--- src/rtl/imm_pkg.sv ---
// Shared types and opcode constants for the LEGv8 immediate extractor.
// Opcode fields are left-aligned slices of the instruction word; widths follow each format's match field.
package imm_pkg;

    typedef enum logic [2:0] {
        FMT_NONE = 3'd0,
        FMT_D    = 3'd1,
        FMT_CB   = 3'd2,
        FMT_B    = 3'd3,
        FMT_I    = 3'd4,
        FMT_IW   = 3'd5
    } imm_fmt_t;

    localparam logic [10:0] OP_LDUR = 11'b11111000010;
    localparam logic [10:0] OP_STUR = 11'b11111000000;
    localparam logic [7:0]  OP_CBZ  = 8'b10110100;
    localparam logic [7:0]  OP_CBNZ = 8'b10110101;
    localparam logic [5:0]  OP_B    = 6'b000101;
    localparam logic [9:0]  OP_ADDI = 10'b1001000100;
    localparam logic [9:0]  OP_SUBI = 10'b1101000100;
    localparam logic [8:0]  OP_MOVZ = 9'b110100101;

    // Everything in a pipeline entry except the DATA_W-wide immediate.
    typedef struct packed {
        imm_fmt_t    fmt;
        logic        illegal;
        logic [31:0] instr;
    } imm_meta_t;

endpackage

--- src/rtl/imm_decode.sv ---
// Combinational immediate decoder: picks the format from the opcode and
// produces the extended, optionally shifted immediate in DATA_W bits.
module imm_decode
    import imm_pkg::*;
#(
    parameter int DATA_W       = 64,
    parameter int SHIFT_BRANCH = 1
) (
    input  logic [31:0]       instr,
    output logic [DATA_W-1:0] imm,
    output imm_fmt_t          fmt,
    output logic              illegal
);

    logic [DATA_W-1:0] d_imm;
    logic [DATA_W-1:0] cb_imm;
    logic [DATA_W-1:0] b_imm;
    logic [DATA_W-1:0] i_imm;
    logic [DATA_W-1:0] iw_base;
    logic [5:0]        iw_shamt;

    assign d_imm    = {{(DATA_W-9){instr[20]}},  instr[20:12]};
    assign cb_imm   = {{(DATA_W-19){instr[23]}}, instr[23:5]};
    assign b_imm    = {{(DATA_W-26){instr[25]}}, instr[25:0]};
    assign i_imm    = {{(DATA_W-12){1'b0}},      instr[21:10]};
    assign iw_base  = {{(DATA_W-16){1'b0}},      instr[20:5]};
    assign iw_shamt = {instr[22:21], 4'b0000};

    // NOTE: every output gets a default first so no path through the if-chain infers a latch.
    always_comb begin
        imm     = '0;
        fmt     = FMT_NONE;
        illegal = 1'b0;
        if (instr[31:21] == OP_LDUR || instr[31:21] == OP_STUR) begin
            fmt = FMT_D;
            imm = d_imm;
        end else if (instr[31:24] == OP_CBZ || instr[31:24] == OP_CBNZ) begin
            fmt = FMT_CB;
            imm = (SHIFT_BRANCH != 0) ? (cb_imm << 2) : cb_imm;
        end else if (instr[31:26] == OP_B) begin
            fmt = FMT_B;
            imm = (SHIFT_BRANCH != 0) ? (b_imm << 2) : b_imm;
        end else if (instr[31:22] == OP_ADDI || instr[31:22] == OP_SUBI) begin
            fmt = FMT_I;
            imm = i_imm;
        end else if (instr[31:23] == OP_MOVZ) begin
            fmt = FMT_IW;
            // A 32-bit datapath cannot hold a halfword placed at bit 32 or 48.
            if (DATA_W == 32 && instr[22]) begin
                illegal = 1'b1;
            end else begin
                imm = iw_base << iw_shamt;
            end
        end else begin
            illegal = 1'b1;
        end
    end

endmodule

--- src/rtl/imm_ext_pipe.sv ---
// Pipelined immediate extractor: decode feeds a registered output entry
// backed by one skid entry, giving full throughput with a registered in_ready.
module imm_ext_pipe
    import imm_pkg::*;
#(
    parameter int DATA_W       = 64,
    parameter int SHIFT_BRANCH = 1
) (
    input  logic              clk,
    input  logic              reset,
    input  logic              in_valid,
    output logic              in_ready,
    input  logic [31:0]       in_instr,
    output logic              out_valid,
    input  logic              out_ready,
    output logic [DATA_W-1:0] out_imm,
    output imm_fmt_t          out_fmt,
    output logic              out_illegal,
    output logic [31:0]       out_instr
);

    logic [DATA_W-1:0] dec_imm;
    imm_fmt_t          dec_fmt;
    logic              dec_illegal;
    imm_meta_t         dec_meta;

    logic [DATA_W-1:0] skid_imm;
    imm_meta_t         skid_meta;
    logic              skid_valid;
    imm_meta_t         out_meta;

    logic accept;
    logic drain;
    logic skid_valid_nxt;

    imm_decode #(
        .DATA_W       (DATA_W),
        .SHIFT_BRANCH (SHIFT_BRANCH)
    ) u_decode (
        .instr   (in_instr),
        .imm     (dec_imm),
        .fmt     (dec_fmt),
        .illegal (dec_illegal)
    );

    assign dec_meta = '{fmt: dec_fmt, illegal: dec_illegal, instr: in_instr};

    assign accept = in_valid && in_ready;
    assign drain  = out_valid && out_ready;

    // in_ready is low whenever the skid is full, so accept never coincides with skid_valid.
    assign skid_valid_nxt = skid_valid ? !drain : (accept && out_valid && !out_ready);

    assign out_fmt     = out_meta.fmt;
    assign out_illegal = out_meta.illegal;
    assign out_instr   = out_meta.instr;

    // NOTE: the skid payload is reset too, so a discarded bundle can never leak out after reset.
    always_ff @(posedge clk or posedge reset) begin
        if (reset) begin
            out_valid  <= 1'b0;
            in_ready   <= 1'b1;
            out_imm    <= '0;
            out_meta   <= '0;
            skid_valid <= 1'b0;
            skid_imm   <= '0;
            skid_meta  <= '0;
        end else begin
            in_ready <= !skid_valid_nxt;
            if (drain) begin
                if (skid_valid) begin
                    out_imm    <= skid_imm;
                    out_meta   <= skid_meta;
                    skid_valid <= 1'b0;
                end else if (accept) begin
                    out_imm  <= dec_imm;
                    out_meta <= dec_meta;
                end else begin
                    out_valid <= 1'b0;
                end
            end else if (accept) begin
                if (out_valid) begin
                    skid_imm   <= dec_imm;
                    skid_meta  <= dec_meta;
                    skid_valid <= 1'b1;
                end else begin
                    out_imm   <= dec_imm;
                    out_meta  <= dec_meta;
                    out_valid <= 1'b1;
                end
            end
        end
    end

endmodule
--- config.mk ---
export PLATFORM = sky130hd
export DESIGN_NAME = imm_ext_pipe
export DESIGN_NICKNAME = d
export VERILOG_FILES = /design/src/rtl/imm_pkg.sv /design/src/rtl/imm_decode.sv /design/src/rtl/imm_ext_pipe.sv
export SDC_FILE = /design/constraint.sdc
export NUM_CORES = 1
export LEC_CHECK = 0
export CORE_AREA = 2 2 134 136
export CTS_BUF_LIST = sky130_fd_sc_hd__clkbuf_8
export DETAILED_ROUTE_END_ITERATION = 6
export DIE_AREA = 0 0 136 138
export PLACE_DENSITY = 0.79
export SLEW_MARGIN = 15
export SYNTH_ARGS = -nofsm -noshare
export SYNTH_HDL_FRONTEND = slang
export SYNTH_SLANG_ARGS = --single-unit
--- constraint.sdc ---
create_clock -name clk -period 10.85 [get_ports clk]
set_input_delay 2.7125 -clock clk [delete_from_list [all_inputs] [get_ports clk]]
set_output_delay 2.7125 -clock clk [all_outputs]
set_load 0.005 [all_outputs]
Yosys cells after proc, flatten, opt, wreduce, memory -nomap -nowiden
Cells that the tools add are included.
{"block": "op_classes", "eq_ne": 11, "shifts": 1, "muxes": 33, "bitwise": 1, "reduce_logical": 17}
{"operator": "$mux W64", "n": 10}
{"operator": "$mux W36", "n": 5}
{"operator": "$shl A16 B6 Y64", "n": 1}
{"operator": "$eq A11 B11 Y1 const B", "n": 2}
{"operator": "$eq A10 B10 Y1 const B", "n": 2}
{"operator": "$eq A8 B8 Y1 const B", "n": 2}
{"operator": "$mux W3", "n": 5}
{"operator": "$mux W1", "n": 13}
{"operator": "$eq A9 B9 Y1 const B", "n": 1}
{"operator": "$reduce_and A3 Y1", "n": 3}
{"operator": "$eq A6 B3 Y1 const B", "n": 1}
{"operator": "$reduce_bool A2 Y1", "n": 3}
{"operator": "$logic_and A1 B1 Y1", "n": 4}
{"operator": "$ne A2 B2 Y1 const B", "n": 2}
{"operator": "$logic_not A1 Y1", "n": 3}
{"operator": "$logic_or A1 B1 Y1", "n": 3}
{"operator": "$ne A2 B1 Y1 const B", "n": 1}
{"operator": "$reduce_and A2 Y1", "n": 1}
{"operator": "$not A1 Y1", "n": 1}
{"block": "word_totals", "regBits": 203, "input_bits": 36}

Depth between registers and ports, before layout
Gate-level depths: netlist (run 1).
{"block": "logic_depth", "ltp_word": 9, "depth_mapped": 8, "mapped_depth_nobuf": 6}

Hierarchy
From an unflattened synthesis (run 1), not the netlist that was laid out.
{"block": "hier_totals", "hier_cells": 728, "hier_area_um2": 10048.4}
{"module": "imm_ext_pipe", "n_inst": 1, "cells_per_inst": 551, "area_each_um2": 8780.9, "seq_area_each_um2": 5081.1}
{"module": "imm_decode", "n_inst": 1, "cells_per_inst": 177, "area_each_um2": 1267.5, "seq_area_each_um2": 0.0}

Least setup slack after synthesis (run 1)
No wires, ideal clock.
{"block": "synth_path", "kind": "input to register", "startpoint": "input port in_valid", "endpoint": "register out_imm[10]", "setup_ns": 0.137, "t_arrival_ns": 4.257, "t_required_ns": 10.713, "path_slack_ns": 6.456, "path_stages": 8, "path_cell_list": "nand2_1 -> ha_1 -> or3_1 -> clkbuf_1 -> clkbuf_1 -> nor2_1 -> clkbuf_1 -> a21oi_1"}
{"block": "synth_via", "elab_chain_cells": 3}
{"element": "start, declared", "line_no": "imm_ext_pipe.sv:11", "text": "input logic in_valid,"}
{"element": "$logic_and A1 B1 Y1 (*)", "line_no": "imm_ext_pipe.sv:48", "text": "assign accept = in_valid && in_ready;"}
{"element": "$reduce_bool A2 Y1 (no line)"}
{"element": "$reduce_and A3 Y1 (no line) (*)"}
{"element": "end signal, assigned", "line_no": "imm_ext_pipe.sv:72", "text": "out_imm <= skid_imm;"}
{"element": "end signal, assigned", "line_no": "imm_ext_pipe.sv:76", "text": "out_imm <= dec_imm;"}
{"element": "end signal, assigned", "line_no": "imm_ext_pipe.sv:87", "text": "out_imm <= dec_imm;"}
{"element": "end, declared", "line_no": "imm_ext_pipe.sv:16", "text": "output logic [DATA_W-1:0] out_imm,"}
Mark *: on every way between the ends. The rest lies on a longest branch, timed or not.
A chain may end at the register's enable or synchronous reset.

Worst setup path in the final report (run 1)
{"block": "layout_path", "startpoint": "input port out_ready", "endpoint": "register out_imm[4]"}
{"block": "layout_via", "elab_chain_cells": 3}
{"element": "start, declared", "line_no": "imm_ext_pipe.sv:15", "text": "input logic out_ready,"}
{"element": "$logic_and A1 B1 Y1 (*)", "line_no": "imm_ext_pipe.sv:49", "text": "assign drain = out_valid && out_ready;"}
{"element": "$ne A2 B1 Y1 (no line) / $reduce_bool A2 Y1 (equally long branches)"}
{"element": "$reduce_and A3 Y1 (no line)"}
Marked as above.

==> metrics.txt, run 1 <==
outcome completed; P_int 2.066 mW; period utilization about half; final setup fails 0; Post-CTS Resized 0; clock share of power about 23%; Synth Area in XOR/XNOR 0%; total of max-cap violations 0; met2 wire length ~12 mm; Worst setup EP type flip-flop; leakage between 4 and 5 nW; H-tree levels 2; fillers 1488; Post-Synth Adder-Cell Area less than 1%; row cnt 49; CTS root buf clkbuf_8; met1 wire length 11.26 mm; sw frac between 30 and 40%; total power approximately 3.1 mW; crit start category input pin; Total Neg Setup Slack 0 ps; clk buf depth 3; RD Place Congestion roughly 0.95; Slew @ Worst Pin 1128 ps; unrepaired setup endpoints after global routing no; TritonCTS Sinks 203; CTS Buf Count 35; async set-reset flop share out of synthesis 100.0%; routed len/inst around 20 um; final core utilization about two thirds; most frequent cells in the layout nand2_1 (227), dfrtp_1 (202), clkdlybuf4s50_1 (137), nor2_1 (110), a21oi_1 (103); ys flop type dfrtp_1; DRC violations left 0; CTS hold repair buffers 0; Buffers on Ports about 140; EDFF count, synth 0; die area between 15000 and 20000 um2; Clock transition at path regs roughly 60 ps; Slew headroom between 20% and 30%; DRT antenna net count 0; # diodes 0; max-slew violations 0; CP Class in2reg; final hold violations 0; post-DP HPWL 16.43 mm; synthesized area 9319 um2; routed wl met3 roughly 2.6 mm; sw power 1.072 mW; layout cells sized above 1 a little over 7%; CTS tree done; post-synthesis sequential area ratio 54.52%; final hold slack ~470 ps; Post-Synth Simple-Gate Area 19.83%; Combinational Power Share 36.4%; multiplexer share of the synthesized area 0.1074%; sequential power share 40.9%; Hold WC Path Type reg2reg; total wire length ~27 mm; Post-Synthesis Cells around 1100; global route overflow 0; Tot GR Track Use between 20% and 30%; max layer used met4; Syn-to-layout area delta 22.66%; fmax between 150 and 200 MHz; syn nets approximately 1100; Nets between 1000 and 1500; num ports 138; Initial DRC Count roughly 1000; power per cell area about 270 nW/um2; largest net degree at the start of global routing ~130; worst vdd ir 162.5 uV; post-synthesis compound-gate area fraction between 20% and 30%; Final Skew between 15 and 20 ps; die width roughly 140 um; post-CTS setup buffer count 0; Worst-Skew Late Latency 520 ps; antenna violations before repair 0; YS warnings 0; main combinational cell family by area after synthesis compound AO/OA/AOI/OAI gates; syn avg cell area 8.825 um2; routed vias around 8500; starting density of the core 53.15%; drt pass-1 iters 5; Synth Register Bits approximately 200; via/cell ratio about 6; global-route wire length before repair ~43 mm; min cycle time layout between 5000 and 6000 ps; WP data required between 10000 and 15000 ps; WP data arrival around 5600 ps; Yosys cell types 54; most common cell after layout, fill and taps aside nand2_1; Core Box Area around 18000 um2; number of global-route vias before repair between 8000 and 9000; critical path fanouts, max just over 70; die height around 140 um
## cell usage after synthesis (8+ instances only)
cell        n  area share (%)
a21oi_1   103             5.5
or3_1      36             2.4
dfrtp_1   202              54
clkbuf_1   79             3.2
a221oi_1    9            0.85
o21ai_0    86             4.6
nand2_1   227             9.1
buf_2      16            0.86
nor2_1    110             4.4
a221o_1     8            0.86
a31oi_1    64             4.3
o22ai_1    30             2.0
nand2b_1    8            0.54
## per-layer routing
metal  up-vias  GRT usage (%)
li1       3857              -
met1      4101          40.89
met2       469          42.93
met3       105          6.161
met4         0          13.43
met5         -              0
## state kept, by name (all words and copies together) (netlist names)
| name | flops |
|---|---|
| out_fmt | 3 |
| skid_valid | 1 |
| out_valid | 1 |
| out_instr | 32 |
| skid_imm | 64 |
| skid_meta | 36 |
| out_imm | 64 |
| in_ready | 1 |
| out_illegal | 1 |
## logic make-up after synthesis
family / count (synthesis)
AOI/OAI and AO/OA: 331
adders and majority gates: 1
buffers and inverters: 104
DFF: 203
muxes: 1
and+or+nand+nor: 416
## layout make-up
class / instances / area, um2 / share of cell area, %
tap: 229 / 286.5 / 2.507
clock inverter: 12 / 80.08 / 0.7005
multi-input combinational: 749 / 3852 / 33.70
clock buffer: 47 / 646.9 / 5.659
sequential: 203 / 5081 / 44.45
timing repair buffer: 148 / 1461 / 12.78
inverter: 4 / 22.52 / 0.1970
## path summary, 6_finish.rpt
| check | from | end | slack [ps] | cells after the start |
|---|---|---|---|---|
| worst max-delay path | out_ready | out_imm[4] | 5610 | 7 |
| worst min-delay path | skid_meta[24] | skid_meta[24] | 470 | 2 |
| worst max register to register | in_ready | out_imm[4] | 7840 | 6 |
| worst min register to register | skid_meta[24] | skid_meta[24] | 470 | 2 |
| max in group asynchronous | reset | skid_imm[3] | 6560 | 3 |
| min in group asynchronous | reset | out_imm[39] | 2770 | 2 |
## critical path, stage by stage
cell and delay, ps:
clkdlybuf4s50_1 620, nand2_1 120, ha_1 250, or3_2 480
buf_4 340, nor2_1 850, a21oi_1 160
## power by group through the flow
stage          logic (mW)  registers (mW)  clock network (mW)
2_1_floorplan       0.578            1.26                   0
3_3_place_gp         1.10            1.28                   0
3_5_place_dp         1.14            1.29                   0
4_1_cts              1.15            1.28               0.722
5_1_grt              1.26            1.32               0.757
6_report             1.14            1.28               0.713
## through the flow
stage               worst slack (ps)  cell area [um2]  std cells
finish                          5609            11430       1392
global route                    5446            11430       1392
CTS                             5469            11420       1391
detailed placement              4950            10690       1332
global placement                5066            10690       1332
floorplan                       2600             9319       1056
(Power assumes the default switching activity.)
==> run 2, diff against run 1 <==
--- a/config.mk
+++ b/config.mk
@@ -5,11 +5,11 @@
 export SDC_FILE = /design/constraint.sdc
 export NUM_CORES = 1
 export LEC_CHECK = 0
-export CORE_AREA = 2 2 134 136
+export CORE_AREA = 2 2 139 141
 export CTS_BUF_LIST = sky130_fd_sc_hd__clkbuf_8
 export DETAILED_ROUTE_END_ITERATION = 6
-export DIE_AREA = 0 0 136 138
-export PLACE_DENSITY = 0.79
+export DIE_AREA = 0 0 141 143
+export PLACE_DENSITY = 0.77
 export SLEW_MARGIN = 15
 export SYNTH_ARGS = -nofsm -noshare
 export SYNTH_HDL_FRONTEND = slang
==> constraint.sdc (replaced) <==
create_clock -name clk -period 4.65 [get_ports clk]
set_input_delay 1.1625 -clock clk [delete_from_list [all_inputs] [get_ports clk]]
set_output_delay 1.1625 -clock clk [all_outputs]
set_load 0.005 [all_outputs]
==> metrics.txt, run 2 (same netlist as run 1, synthesis figures left out) <==
placed cell area between 10000 and 15000 um2; Buffers on Ports ~140; Worst setup EP type flip-flop; CP Class in2reg; WP data required slightly above 5000 ps; layout cells sized above 1 approximately 7.6%; final setup fails 0; Largest regs out_imm (64), skid_imm (64), skid_meta (36); routed len/inst between 15 and 20 um; Worst-Skew Late Latency ~540 ps; hold_sp skid_meta[24]; Setup WS pre-CTS 791.3 ps; unrepaired setup endpoints after global routing no; DRT antenna net count 0; num ports 138; total wire length between 20 and 30 mm; critical path, cell by cell clkdlybuf4s50_1 -> or3b_1 -> nor3_4 -> buf_4 -> a32o_1 -> o21ai_0 -> o21ai_0; global-route wire length before repair 44.58 mm; CTS tree done; total power just over 7 mW; final hold violations 0; row cnt 50; final hold slack approximately 480 ps; Clock transition at path regs 50 ps; starting density of the core 50.15%; total of max-cap violations 0; H-tree levels 2; outcome completed; Final Skew 39.59 ps; # diodes 0; CTS hold repair buffers 0; most common cell after layout, fill and taps aside nand2_1; setup slack after layout between 1000 and 1500 ps; slowest stage delay, CP ~770 ps; crit start category input pin; Total Neg Setup Slack 0 ps; Max stage delay cell, worst path clkdlybuf4s50_1; Slew headroom 35.75%; Syn-to-layout area delta 23.52%; max-slew violations 0; most frequent cells in the layout nand2_1 (227), dfrtp_1 (202), clkdlybuf4s50_1 (137), nor2_1 (110), a21oi_1 (103); antenna violations before repair 0; Core Box Area 18580 um2; routed vias roughly 8600; Tot GR Track Use 27.77%; R2R setup slack between 2000 and 2500 ps; power per cell area ~630 nW/um2; fin area between 10000 and 15000 um2; RD Place Congestion between 0.9 and 1; RR Startpoint in_ready; number of global-route vias before repair ~8200; largest net degree at the start of global routing 131; critical path fanouts, max 13; CP bufs+invs 2; post-CTS setup buffer count 0; Placed Instances 1349; worst vdd ir 314.7 uV; Initial DRC Count 907; fillers between 1500 and 2000; clk buf depth 3; Hold WC Path Type reg2reg; Hold Path Depth 2; Slew @ Worst Pin about 960 ps; period utilization 73.39%; Layout Cells excl Fill 1406; CP dominant cell by count o21ai_0; TritonCTS Sinks about 200; drt pass-1 iters 5; global route overflow 0; min cycle time layout roughly 3400 ps; leakage about 4.8 nW; Hold EP skid_meta[24]; die height about 140 um; DRC violations left 0; CTS Buf Count 35; fmax between 200 and 300 MHz; Worst R2R End out_imm[3]; Nets between 1000 and 1500; post-DP HPWL 16.85 mm; CP top delay family simple AND/OR/NAND/NOR gates; Worst Reg-to-Reg Cells 7; die width 141 um; CTS root buf clkbuf_8; Post-CTS Resized 0; WP data arrival roughly 3800 ps; via/cell ratio just over 6; die area between 20000 and 25000 um2; final core utilization between 60% and 70%
## run 2: worst max path at each step
| stage | startpoint | end | cells after the start |
|---|---|---|---|
| floorplan | reset | out_fmt[0] | 1 |
| global placement | in_instr[26] | skid_imm[16] | 7 |
| detailed placement | in_instr[26] | skid_imm[16] | 7 |
| finish | in_instr[26] | skid_imm[16] | 7 |
| global route | in_instr[26] | skid_imm[16] | 7 |
| CTS | in_instr[26] | skid_imm[16] | 7 |
## run 2: cell type report
type / instances / area (um2) / share of cell area, %
multi-input combinational: 749 / 3852 / 33.47
timing repair buffer: 159 / 1587 / 13.78
clock inverter: 14 / 87.58 / 0.7609
inverter: 4 / 18.77 / 0.1630
sequential: 203 / 5081 / 44.14
clock buffer: 43 / 591.8 / 5.141
tap: 234 / 292.8 / 2.543
## run 2: report_power, final
| group | switching (mW) | internal (mW) | total [mW] |
|---|---|---|---|
| clock | 0.708 | 0.885 | 1.59 |
| sequential | 0.449 | 2.54 | 2.99 |
| combinational | 1.34 | 1.35 | 2.69 |
| total | 2.50 | 4.77 | 7.28 |
## run 2: metal layers
layer	share of wire (%)	wire [um]	vias to the layer above	GRT usage, %
met3	9.6	2651	92	5.366
met1	41	11450	4102	39.72
met2	46	12630	484	42.05
met5	0	0	-	0
li1	-	-	3887	-
met4	3.7	1023	0	11.05
## run 2: worst min-delay path: cells and delay by family (launching register included)
family	cells	cell delay, ps
DFF	1	340
and+or+nand+nor	2	100
==> run 3, diff against run 2 <==
--- a/config.mk
+++ b/config.mk
@@ -5,11 +5,11 @@
 export SDC_FILE = /design/constraint.sdc
 export NUM_CORES = 1
 export LEC_CHECK = 0
-export CORE_AREA = 2 2 139 141
+export CORE_AREA = 2 2 134 136
 export CTS_BUF_LIST = sky130_fd_sc_hd__clkbuf_8
 export DETAILED_ROUTE_END_ITERATION = 6
-export DIE_AREA = 0 0 141 143
-export PLACE_DENSITY = 0.77
+export DIE_AREA = 0 0 136 138
+export PLACE_DENSITY = 0.79
 export SLEW_MARGIN = 15
 export SYNTH_ARGS = -nofsm -noshare
 export SYNTH_HDL_FRONTEND = slang
==> constraint.sdc (replaced) <==
create_clock -name clk -period 3.5 [get_ports clk]
set_input_delay 0.875 -clock clk [delete_from_list [all_inputs] [get_ports clk]]
set_output_delay 0.875 -clock clk [all_outputs]
set_load 0.005 [all_outputs]
==> metrics.txt, run 3 (same netlist as run 1, synthesis figures left out) <==
RD Place Congestion 0.9712; layout cells sized above 1 around 9.0%; Worst Reg-to-Reg Cells 7; Tot GR Track Use 29.55%; global-route wire length before repair 43.95 mm; post-DP HPWL between 15 and 20 mm; via/cell ratio around 6.0; final hold violations 0; Nets 1207; hold_sp skid_meta[1]; TritonCTS Sinks 203; Hold Path Depth 2; starting density of the core a little over half; CTS root buf clkbuf_8; leakage 4.949 nW; unrepaired setup endpoints after global routing no; Buffers on Ports 137; worst vdd ir 483.8 uV; max-slew violations 0; slowest stage delay, CP about 640 ps; die height approximately 140 um; final setup fails 0; crit start category input pin; Slew @ Worst Pin between 700 and 800 ps; drt pass-1 iters 6; # diodes 0; largest net degree at the start of global routing about 130; most common cell after layout, fill and taps aside nand2_1; CTS hold repair buffers 0; clk buf depth 3; CTS Buf Count 35; most frequent cells in the layout nand2_1 (227), dfrtp_1 (202), clkdlybuf4s50_1 (137), nor2_1 (110), a21oi_1 (103); CTS tree done; Layout Cells excl Fill approximately 1400; Largest regs out_imm (64), skid_imm (64), skid_meta (36); H-tree levels 2; Syn-to-layout area delta 25.58%; power per cell area between 800 and 900 nW/um2; total wire length about 27 mm; antenna violations before repair 0; Setup crit start in_instr[24]; die width 136 um; Final Skew 9.069 ps; min cycle time layout ~2800 ps; die area 18770 um2; total of max-cap violations 0; WP data arrival 3180 ps; Total Neg Setup Slack 0 ps; critical path, cell by cell clkdlybuf4s50_1 -> or4b_1 -> nor3_1 -> o21ai_0 -> o21ai_0 -> o22ai_1; Worst setup EP type flip-flop; num ports around 140; Core Box Area 17530 um2; routed vias 8600; DRC violations left 0; Clock transition at path regs 60 ps; WP data required about 3900 ps; Max stage delay cell, worst path or4b_1; row cnt 49; Initial DRC Count 978; DRT antenna net count 0; number of global-route vias before repair between 8000 and 9000; global route overflow 0; period utilization 80.18%; Slew headroom between 50% and 60%; outcome completed; Post-CTS Resized 0; post-CTS setup buffer count 0; Worst-Skew Late Latency 510 ps; fmax approximately 360 MHz; critical path fanouts, max 8; RR Startpoint in_ready; routed len/inst between 15 and 20 um; CP dominant cell by count o21ai_0; Hold WC Path Type reg2reg; CP Class in2reg; Placed Instances ~1400
-- run 3: layout make-up --
class	count	area, um2
fill	1407	5832
clock inverter	19	75.07
timing repair buffer	177	1797
tap	229	286.5
multi-input combinational	749	3852
sequential	203	5081
clock buffer	43	591.8
inverter	4	18.77
-- run 3: metal layers --
metal	up-vias	GRT usage [%]	share of wire, %
met1	4157	41.92	42
met4	0	12.06	3.5
met5	-	0	0
met2	433	44.12	45
li1	3935	-	-
met3	75	6.784	9.4
-- run 3: final timing paths --
check,endpoint,slack (ps)
hold reg to reg,skid_meta[1],470
max in group asynchronous,skid_meta[33],2030
min in group asynchronous,out_imm[39],840
hold / removal,skid_meta[1],470
setup / recovery,out_imm[13],690
setup reg to reg,out_imm[19],1090
-- run 3: power breakdown --
| part | internal, mW | leakage (nW) | switching (mW) | total [mW] |
|---|---|---|---|---|
| Sequential | 3.38 | 2.48 | 0.600 | 3.98 |
| Clock | 1.11 | 0.406 | 0.921 | 2.03 |
| Combinational | 1.83 | 2.07 | 1.77 | 3.60 |
-- run 3: worst max-delay path: cells and delay by family --
family          cells  cell delay (ps)
simple gates        2             1120
buf+inv             1              610
compound gates      3              580
-- run 3: per-stage QoR --
stage          utilization [%]  total power [mW]  hold slack (ps)  instance area, um2  setup WS [ps]
2_1_floorplan                -             5.691            445.5                9323         -4.479
3_3_place_gp             62.94             7.462            457.0               11040          305.2
3_5_place_dp             62.94             7.588            462.1               11040          221.9
4_1_cts                  66.74             9.647            476.8               11700          748.9
5_1_grt                  66.74             10.25            493.5               11700          531.5
6_report                 66.74             9.606            474.0               11700          693.7
